[src/rtl/unit_ramp_driver_pkg.sv]
// Shared defaults and state encoding for the unit ramp driver.
// The macro ROTATE_EN (see unit_ramp_driver.sv) selects wear-levelling rotation.
package unit_ramp_driver_pkg;

  localparam int N_UNITS_DEF     = 8;
  localparam int CNT_W_DEF       = 4;
  localparam int STEP_CYCLES_DEF = 4;

  typedef enum logic [1:0] {
    IDLE = 2'd0,
    UP   = 2'd1,
    DOWN = 2'd2
  } state_t;

  // Width of a register that must hold 0..n-1, never narrower than one bit.
  function automatic int idx_w(input int n);
    return (n > 1) ? $clog2(n) : 1;
  endfunction

endpackage

[src/rtl/unit_ramp_driver_thermo_decoder.sv]
// Count to thermometer code, rotated left by rot. Inverse of a ones-counter:
// the ones-count of code always equals count (for count <= N_UNITS).
module unit_ramp_driver_thermo_decoder
  import unit_ramp_driver_pkg::*;
#(
  parameter int N_UNITS = N_UNITS_DEF,
  parameter int CNT_W   = CNT_W_DEF,
  parameter int BASE_W  = idx_w(N_UNITS_DEF)
) (
  input  logic [CNT_W-1:0]   count,
  input  logic [BASE_W-1:0]  rot,
  output logic [N_UNITS-1:0] code
);

  logic [N_UNITS-1:0]   therm;
  logic [2*N_UNITS-1:0] dbl;

  for (genvar i = 0; i < N_UNITS; i++) begin : g_therm
    assign therm[i] = (count > CNT_W'(i));
  end

  // Rotate via a doubled vector: the upper half of the shifted copy is the rotation.
  assign dbl  = {therm, therm} << rot;
  assign code = dbl[2*N_UNITS-1:N_UNITS];

endmodule

[src/rtl/unit_ramp_driver.sv]
// Soft ramp of the cool/heat unit bank: one unit on/off every STEP_CYCLES clocks.
// Optional macro ROTATE_EN rotates the enable pattern for wear levelling.
module unit_ramp_driver
  import unit_ramp_driver_pkg::*;
#(
  parameter int N_UNITS     = N_UNITS_DEF,
  parameter int CNT_W       = CNT_W_DEF,
  parameter int STEP_CYCLES = STEP_CYCLES_DEF
) (
  input  logic               clk,
  input  logic               reset,
  input  logic               req_valid,
  input  logic [CNT_W-1:0]   req_count,
  output logic               req_ready,
  output logic [N_UNITS-1:0] en,
  output logic [CNT_W-1:0]   active_count,
  output logic               busy,
  output logic               done
);

  localparam int TMR_W  = idx_w(STEP_CYCLES);
  localparam int BASE_W = idx_w(N_UNITS);
  localparam logic [TMR_W-1:0] TMR_LOAD = TMR_W'(STEP_CYCLES - 1);
  localparam logic [CNT_W-1:0] CNT_MAX  = CNT_W'(N_UNITS);

  state_t             state, state_nxt;
  logic [CNT_W-1:0]   target, target_nxt;
  logic [CNT_W-1:0]   cnt_nxt;
  logic [CNT_W-1:0]   req_clamp;
  logic [TMR_W-1:0]   timer, timer_nxt;
  logic               done_nxt;
  logic [BASE_W-1:0]  base, base_nxt;
  logic [N_UNITS-1:0] code_nxt;

  assign req_clamp = (req_count > CNT_MAX) ? CNT_MAX : req_count;
  assign req_ready = (state == IDLE);
  assign busy      = (state == UP) || (state == DOWN);

  always_comb begin
    state_nxt  = state;
    target_nxt = target;
    cnt_nxt    = active_count;
    timer_nxt  = timer;
    done_nxt   = 1'b0;
    unique case (state)
      IDLE: begin
        if (req_valid) begin
          target_nxt = req_clamp;
          timer_nxt  = TMR_LOAD;
          if (req_clamp > active_count)      state_nxt = UP;
          else if (req_clamp < active_count) state_nxt = DOWN;
          else                               done_nxt  = 1'b1;
        end
      end
      UP, DOWN: begin
        if (timer == '0) begin
          cnt_nxt   = (state == UP) ? active_count + 1'b1 : active_count - 1'b1;
          timer_nxt = TMR_LOAD;
          if (cnt_nxt == target) begin
            state_nxt = IDLE;
            done_nxt  = 1'b1;
          end
        end else begin
          timer_nxt = timer - 1'b1;
        end
      end
      default: state_nxt = IDLE;
    endcase
  end

`ifdef ROTATE_EN
  // Base advances each time the bank fully drains, so the next ramp starts on a new unit.
  always_comb begin
    base_nxt = base;
    if (state == DOWN && timer == '0 && active_count == CNT_W'(1))
      base_nxt = (base == BASE_W'(N_UNITS - 1)) ? '0 : base + 1'b1;
  end

  always_ff @(posedge clk) begin
    if (reset) base <= '0;
    else       base <= base_nxt;
  end
`else
  assign base_nxt = '0;
  assign base     = '0;
`endif

  unit_ramp_driver_thermo_decoder #(
    .N_UNITS (N_UNITS),
    .CNT_W   (CNT_W),
    .BASE_W  (BASE_W)
  ) u_dec (
    .count (cnt_nxt),
    .rot   (base_nxt),
    .code  (code_nxt)
  );

  always_ff @(posedge clk) begin
    if (reset) begin
      state        <= IDLE;
      target       <= '0;
      active_count <= '0;
      timer        <= '0;
      done         <= 1'b0;
      en           <= '0;
    end else begin
      state        <= state_nxt;
      target       <= target_nxt;
      active_count <= cnt_nxt;
      timer        <= timer_nxt;
      done         <= done_nxt;
      en           <= code_nxt;
    end
  end

endmodule
[config.mk]
export PLATFORM = sky130hd
export DESIGN_NAME = unit_ramp_driver
export DESIGN_NICKNAME = d
export VERILOG_FILES = /design/src/rtl/unit_ramp_driver_pkg.sv /design/src/rtl/unit_ramp_driver_thermo_decoder.sv /design/src/rtl/unit_ramp_driver.sv
export SDC_FILE = /design/constraint.sdc
export NUM_CORES = 1
export LEC_CHECK = 0
export ABC_CLOCK_PERIOD_IN_PS = 3500
export CAP_MARGIN = 30
export CORE_MARGIN = 3
export CORE_UTILIZATION = 54
export DETAILED_ROUTE_END_ITERATION = 7
export GPL_TIMING_DRIVEN = 0
export PLACE_DENSITY = 0.95
export SYNTH_ARGS = -nofsm -noshare
export SYNTH_HDL_FRONTEND = slang
export SYNTH_SLANG_ARGS = --single-unit
[constraint.sdc]
create_clock -name clk -period 3.5 [get_ports clk]
set_input_delay 0.7 -clock clk [delete_from_list [all_inputs] [get_ports clk]]
set_output_delay 0.7 -clock clk [all_outputs]
set_load 0.05 [all_outputs]
**Word-level counts from Yosys, hierarchy flattened**

Cells that the tools add are included.

- Flip-flop bits (word level): 21
- Input bits: 7
- Output and inout port bits: 15
- Word-level logic and storage cells: 54

- Add/subtract/negate cells: 3
- $lt $le $gt $ge: 11
- Eq/ne operators: 7
- Multiplexer cells: 19
- Reduce and logical (&&, ||, !) cells: 8

Operators with widths:

| operator | number |
|---|---|
| 4-bit by 3-bit > comparator with 1-bit output, second input constant | 4 |
| 4-bit 2-to-1 mux | 4 |
| 2-bit 2-to-1 mux | 7 |
| 4-bit by 1-bit > comparator with 1-bit output, second input constant | 2 |
| 4-bit by 2-bit > comparator with 1-bit output, second input constant | 2 |
| 2-bit case mux with 2 select lines | 2 |
| 2-bit != test, second input constant | 3 |
| 1-bit 2-to-1 mux | 5 |
| 4-bit by 1-bit adder with 4-bit output, second input constant | 1 |
| 4-bit == test | 1 |
| 4-bit > comparator | 1 |
| 4-bit > comparator, second input constant | 1 |
| 2-bit logical NOT | 2 |
| 4-bit < comparator | 1 |
| 2-bit AND reduction | 2 |
| 4-bit AND reduction | 1 |
| 4-bit by 1-bit subtractor with 4-bit output, second input constant | 1 |
| 3-bit by 1-bit != test with 1-bit output, second input constant | 1 |
| 2-bit by 1-bit == test with 1-bit output, second input constant | 1 |
| 2-bit == test, second input constant | 1 |
| 1-bit case mux with 2 select lines | 1 |
| 2-bit nonzero test | 1 |
| 2-bit OR reduction | 1 |
| 2-bit by 1-bit subtractor with 2-bit output, second input constant | 1 |
| 1-bit logical OR | 1 |

**Longest topological paths before layout**

- Word-level depth: 7
- Mapped depth: 9
- Depth with buffers taken out: 9

**Cells and area by module**

From an unflattened synthesis, not the netlist that was laid out.

- Cell total of the unflattened synthesis: 180
- Area, all modules: 1492.7 um2

Modules (own cells, without submodules):

| module | instances | cells each | area each (um2) | seq. area each (um2) |
|---|---|---|---|---|
| unit_ramp_driver | 1 | 126 | 1147.4 | 420.4 |
| unit_ramp_driver_thermo_decoder | 1 | 54 | 345.3 | 0.0 |

**Worst setup path after synthesis**

No wires, ideal clock.

- Path type: reg2reg
- Start: reg active_count[0]
- End: reg state[1]
- Library setup time: 0.123 ns
- Arrival time: 2.433 ns
- Data required time: 3.377 ns
- Setup slack: 0.944 ns
- Stages on the path, launching flop included: 9
- Buffers on the path: 1
- Clock period less this slack: 2.556 ns
- Cells stage by stage: dfxtp_1 buf_2 inv_1 fa_1 xor2_1 xnor2_1 nor3_2 a41o_2 mux2_1

- Word-level cells in the longest chain between the ends: 5
- Elaborated cells between the ends (all ways): 12
- Classes of those cells: 2 x add/sub; 2 x order compare; 3 x eq/ne; 4 x mux; 1 x reduce/logical

RTL lines:

| what | line | text |
|---|---|---|
| start, declared | unit_ramp_driver.sv:16 | `output logic [CNT_W-1:0] active_count,` |
| start signal, assigned | unit_ramp_driver.sv:109 | `active_count <= cnt_nxt;` |
| 4-bit by 1-bit subtractor with 4-bit output or 4-bit by 1-bit adder with 4-bit output (tied branches) | unit_ramp_driver.sv:57 | `cnt_nxt = (state == UP) ? active_count + 1'b1 : active_count - 1'b1;` |
| 4-bit 2-to-1 mux | unit_ramp_driver.sv:57 |  |
| 4-bit == test | unit_ramp_driver.sv:59 | `if (cnt_nxt == target) begin` |
| 2-bit != test (no source line) | -- |  |
| 4-bit AND reduction (no source line) | -- |  |
| end signal, assigned | unit_ramp_driver.sv:107 | `state <= state_nxt;` |
| end, declared | unit_ramp_driver.sv:26 | `state_t state, state_nxt;` |

Several ways; a longest one is shown, not always the timed one. The select of a mux whose other input is x is not followed.
A chain may end at the register's enable or synchronous reset.

**Final worst setup path**

- Start: reg state[0]
- End: reg en[1]

- Word-level cells in the longest chain between the ends: 5
- Elaborated cells between the ends (all ways): 7
- Classes of those cells: 1 x order compare; 2 x eq/ne; 3 x mux; 1 x reduce/logical

RTL lines:

| what | line | text |
|---|---|---|
| 2-bit by 1-bit == test with 1-bit output | unit_ramp_driver.sv:45, unit_ramp_driver.sv:57 |  |
| 4-bit 2-to-1 mux | unit_ramp_driver.sv:57 |  |
| 4-bit 2-to-1 mux | unit_ramp_driver.sv:56 | `if (timer == '0) begin` |
| 4-bit 2-to-1 mux (*) | unit_ramp_driver.sv:45 | `unique case (state)` |
| 4-bit by 1-bit > comparator with 1-bit output (*) | unit_ramp_driver_thermo_decoder.sv:19 | `assign therm[i] = (count > CNT_W'(i));` |
| end signal, assigned | unit_ramp_driver.sv:112 | `en <= code_nxt;` |
| end, declared | unit_ramp_driver.sv:15 | `output logic [N_UNITS-1:0] en,` |

Every way passes the cells marked *; elsewhere a longest branch is shown, timed or not.

==> metrics.md <==
| Metric | Value |
|---|---|
| Largest family of logic cells by synthesized area | simple AND/OR/NAND/NOR gates |
| Most common cell in the synthesized netlist | dfxtp_1 |
| Req. time, crit path | 3.65 ns |
| CP delay by family, top | XOR/XNOR gates |
| Pre-CTS WS | 0.694 ns |
| Die ar. | 2640 µm² |
| Synth Area in Adders | 13.1% |
| Layout cells sized above 1 | 5.06% |
| CTS resizes | 0 |
| RePlAce Congestion | 0.902 |
| Worst endpoint data arrival time | 2.87 ns |
| Largest net degree at the start of global routing | 13 |
| Setup_tns | 0 ns |
| Die Wd | 51.3 µm |
| Sequential fraction of the synthesis area | 36.1% |
| Crit Path Class | flip-flop to flip-flop |
| Worst Setup Start Kind | flip-flop |
| Synth Area in Simple Gates | 21.3% |
| Hold-fix buffer count after cts | 0 |
| Syn_nets | 151 |
| DRT antenna net count | 0 |
| Final setup fails | 0 |
| Synth Flop Type | dfxtp_1 |
| Ports | 22 |
| Critical Path Slowest Stage Cell | xnor2_1 |
| Number of CTS-inserted buffers | 3 |
| Post-synth top area share | 36.1% |
| Max Slew Vio Count | 0 |
| Worst Hold Class | flip-flop to flip-flop |
| Drt total wl | 2830 µm |
| Max-Slew Margin vs Limit | 44.2% |
| Vias per cell | 5.80 |
| Initial Util | 60.3% |
| Flops & latches, synth | 20 |
| Worst Setup Slack, final | 0.779 ns |
| Setup Fix Bufs, Post-CTS | 0 |
| Async set-or-reset flop fraction in the synthesized netlist | 0% |
| Global-route wire length before repair | 4810 µm |
| Total core area | 1840 µm² |
| Max Clock Skew | 0.00420 ns |
| Worst Max-Slew Pin Slew | 0.830 ns |
| Area delta synth->final | 26.5% |
| CTS root buffer | clkbuf_4 |
| Mux cell area share after synthesis | 1.92% |
| Wire per inst | 15.5 µm |
| Synth area leaders | dfxtp_1, ha_1, a21oi_1 |
| Final hold violations | 0 |
| Status | finished, final reports clean |
| CP Max Fanout | 8 |
| Library cells used by synthesis | 32 |
| Vias in the first global route | 1107 |
| Lkg Pwr | 0.534 nW |
| Compound-Gate Fraction of Synth Area | 14.7% |
| Cell row count | 15 |
| Yosys warns | 0 |
| Placement Cell Area | 1350 µm² |
| Hold Slack | 0.488 ns |
| Total GRT Usage | 24.3% |
| Yosys top cell by area | dfxtp_1 |
| Crit-path cells | ha_1, inv_1, ha_1, a21oi_1, and3_1, o21ai_1, xnor2_1, a31oi_1 |
| Hpwl dp | 2000 µm |
| Mapped Cells | 133 |
| DRC | 0 |
| Crit share post-route | 77.7% |
| Synth top cells by count | dfxtp_1, a21oi_1, nor2_1 |
| Initial antenna violation count | 0 |
| RSZ-0062 raised after global routing | false |
| Worst VDD drop | 0.000579 V |
| Antenna Cells | 0 |
| Vias | 1062 |
| Final Instance Area | 1400 µm² |
| CTS tree | built |
| Critical path endpoint category | flip-flop |
| Clk pin slew, worst setup/hold paths | 0.12 ns |
| Clock Latency Late Sink | 0.31 ns |
| CP most frequent cell | ha_1 |
| Post-Synth XOR/XNOR Area | 7.10% |
| Average size of a mapped cell | 8.34 µm² |
| Pwr Density | 1110 nW/µm² |
| Fmax | 368 MHz |
| Maximum Capacitance Violations | 0 |
| Nets | 177 |
| Synthesized area | 1110 µm² |
| GRT overflow | 0 |
| Initial DRC Count | 39 |
| CTS sink cnt | 20 |
| H-tree depth | 1 |
| Number of flops mapped to enable cells by yosys | 0 |
| DRT Pass-1 Iters | 4 |
| WP buf/inv | 1 |
| Die height | 51.3 µm |
| I/O Buffers | 21 |
| Register-to-register setup slack | 0.78 ns |
| Min Tclk post-route | 2.72 ns |
| Crit-path max cell delay | 0.68 ns |
| Max Root-Sink Buffers | 2 |
[per-layer routing]
| metal | vias to the layer above | routed length, µm | track usage (%) |
|---|---|---|---|
| met5 | - | 0 | 0 |
| met4 | 0 | 106 | 12.2 |
| met3 | 12 | 185 | 5.25 |
| met2 | 49 | 1430 | 44.8 |
| met1 | 496 | 1110 | 25.8 |
| li1 | 505 | - | - |
[worst paths after layout]
path / startpoint / to / cells after the start
min reg2reg: target[3] / target[3] / 2
max: state[0] / en[1] / 8
min: target[3] / target[3] / 2
max reg2reg: state[0] / en[1] / 8
[state kept, by name, summed over array words and instances (netlist names)]
signal	count
state	2
target	4
active_count	3
timer	2
done	1
en	8
[where the power goes]
part           switching [W]  internal [W]  leakage (nW)
clock network      0.0000768      0.000116        0.0279
logic               0.000651      0.000367         0.342
registers          0.0000460      0.000300         0.164
total               0.000774      0.000783         0.534
[area by class of cell]
cell class | instances | area (µm²)
timing repair buffer | 21 | 210
sequential | 20 | 400
clock buffer | 3 | 22.5
multi-input combinational | 97 | 644
clock inverter | 1 | 30.0
tap | 25 | 31.3
fill | 145 | 435
buffer | 6 | 27.5
inverter | 10 | 37.5
[metrics by stage]
stage | util [%] | cells | power, W
global route | 76.3 | 183 | 0.00165
CTS | 76.3 | 183 | 0.00155
global placement | 73.5 | 179 | 0.00129
detailed placement | 73.5 | 179 | 0.00134
finish | 76.3 | 183 | 0.00156
floorplan | - | 133 | 0.00108
[placed cells by master (no fill, tap or decap), types with 2 or more instances in the layout]
| master | n |
|---|---|
| clkdlybuf4s50_1 | 21 |
| dfxtp_1 | 20 |
| a21oi_1 | 15 |
| nor2_1 | 12 |
| nand2_1 | 11 |
| inv_1 | 10 |
| ha_1 | 10 |
| xnor2_1 | 8 |
| nand3_1 | 6 |
| nand2b_1 | 5 |
| clkbuf_1 | 4 |
| o21ai_0 | 4 |
| nor2b_1 | 3 |
| a31oi_1 | 3 |
| clkbuf_4 | 3 |
| and2_1 | 2 |
| nand4b_1 | 2 |
| nor3_1 | 2 |
[worst register-to-register path: cells and delay by family, from the launching register on]
family	cells	cell delay (ns)
AND/OR/NAND/NOR	1	0.19
flip-flops	1	0.41
XOR/XNOR	1	0.68
buffers and inverters	1	0.12
AO/OA/AOI/OAI	3	0.54
adder cells (fa/ha/maj)	2	0.62
[cell families after synthesis]
logic type | Yosys count
AO/OA/AOI/OAI | 28
adder cells (fa/ha/maj) | 11
flip-flops | 20
multiplexers | 2
XOR/XNOR | 9
AND/OR/NAND/NOR | 47
buffers and inverters | 16
No activity file was read; power rests on OpenSTA's default activity.
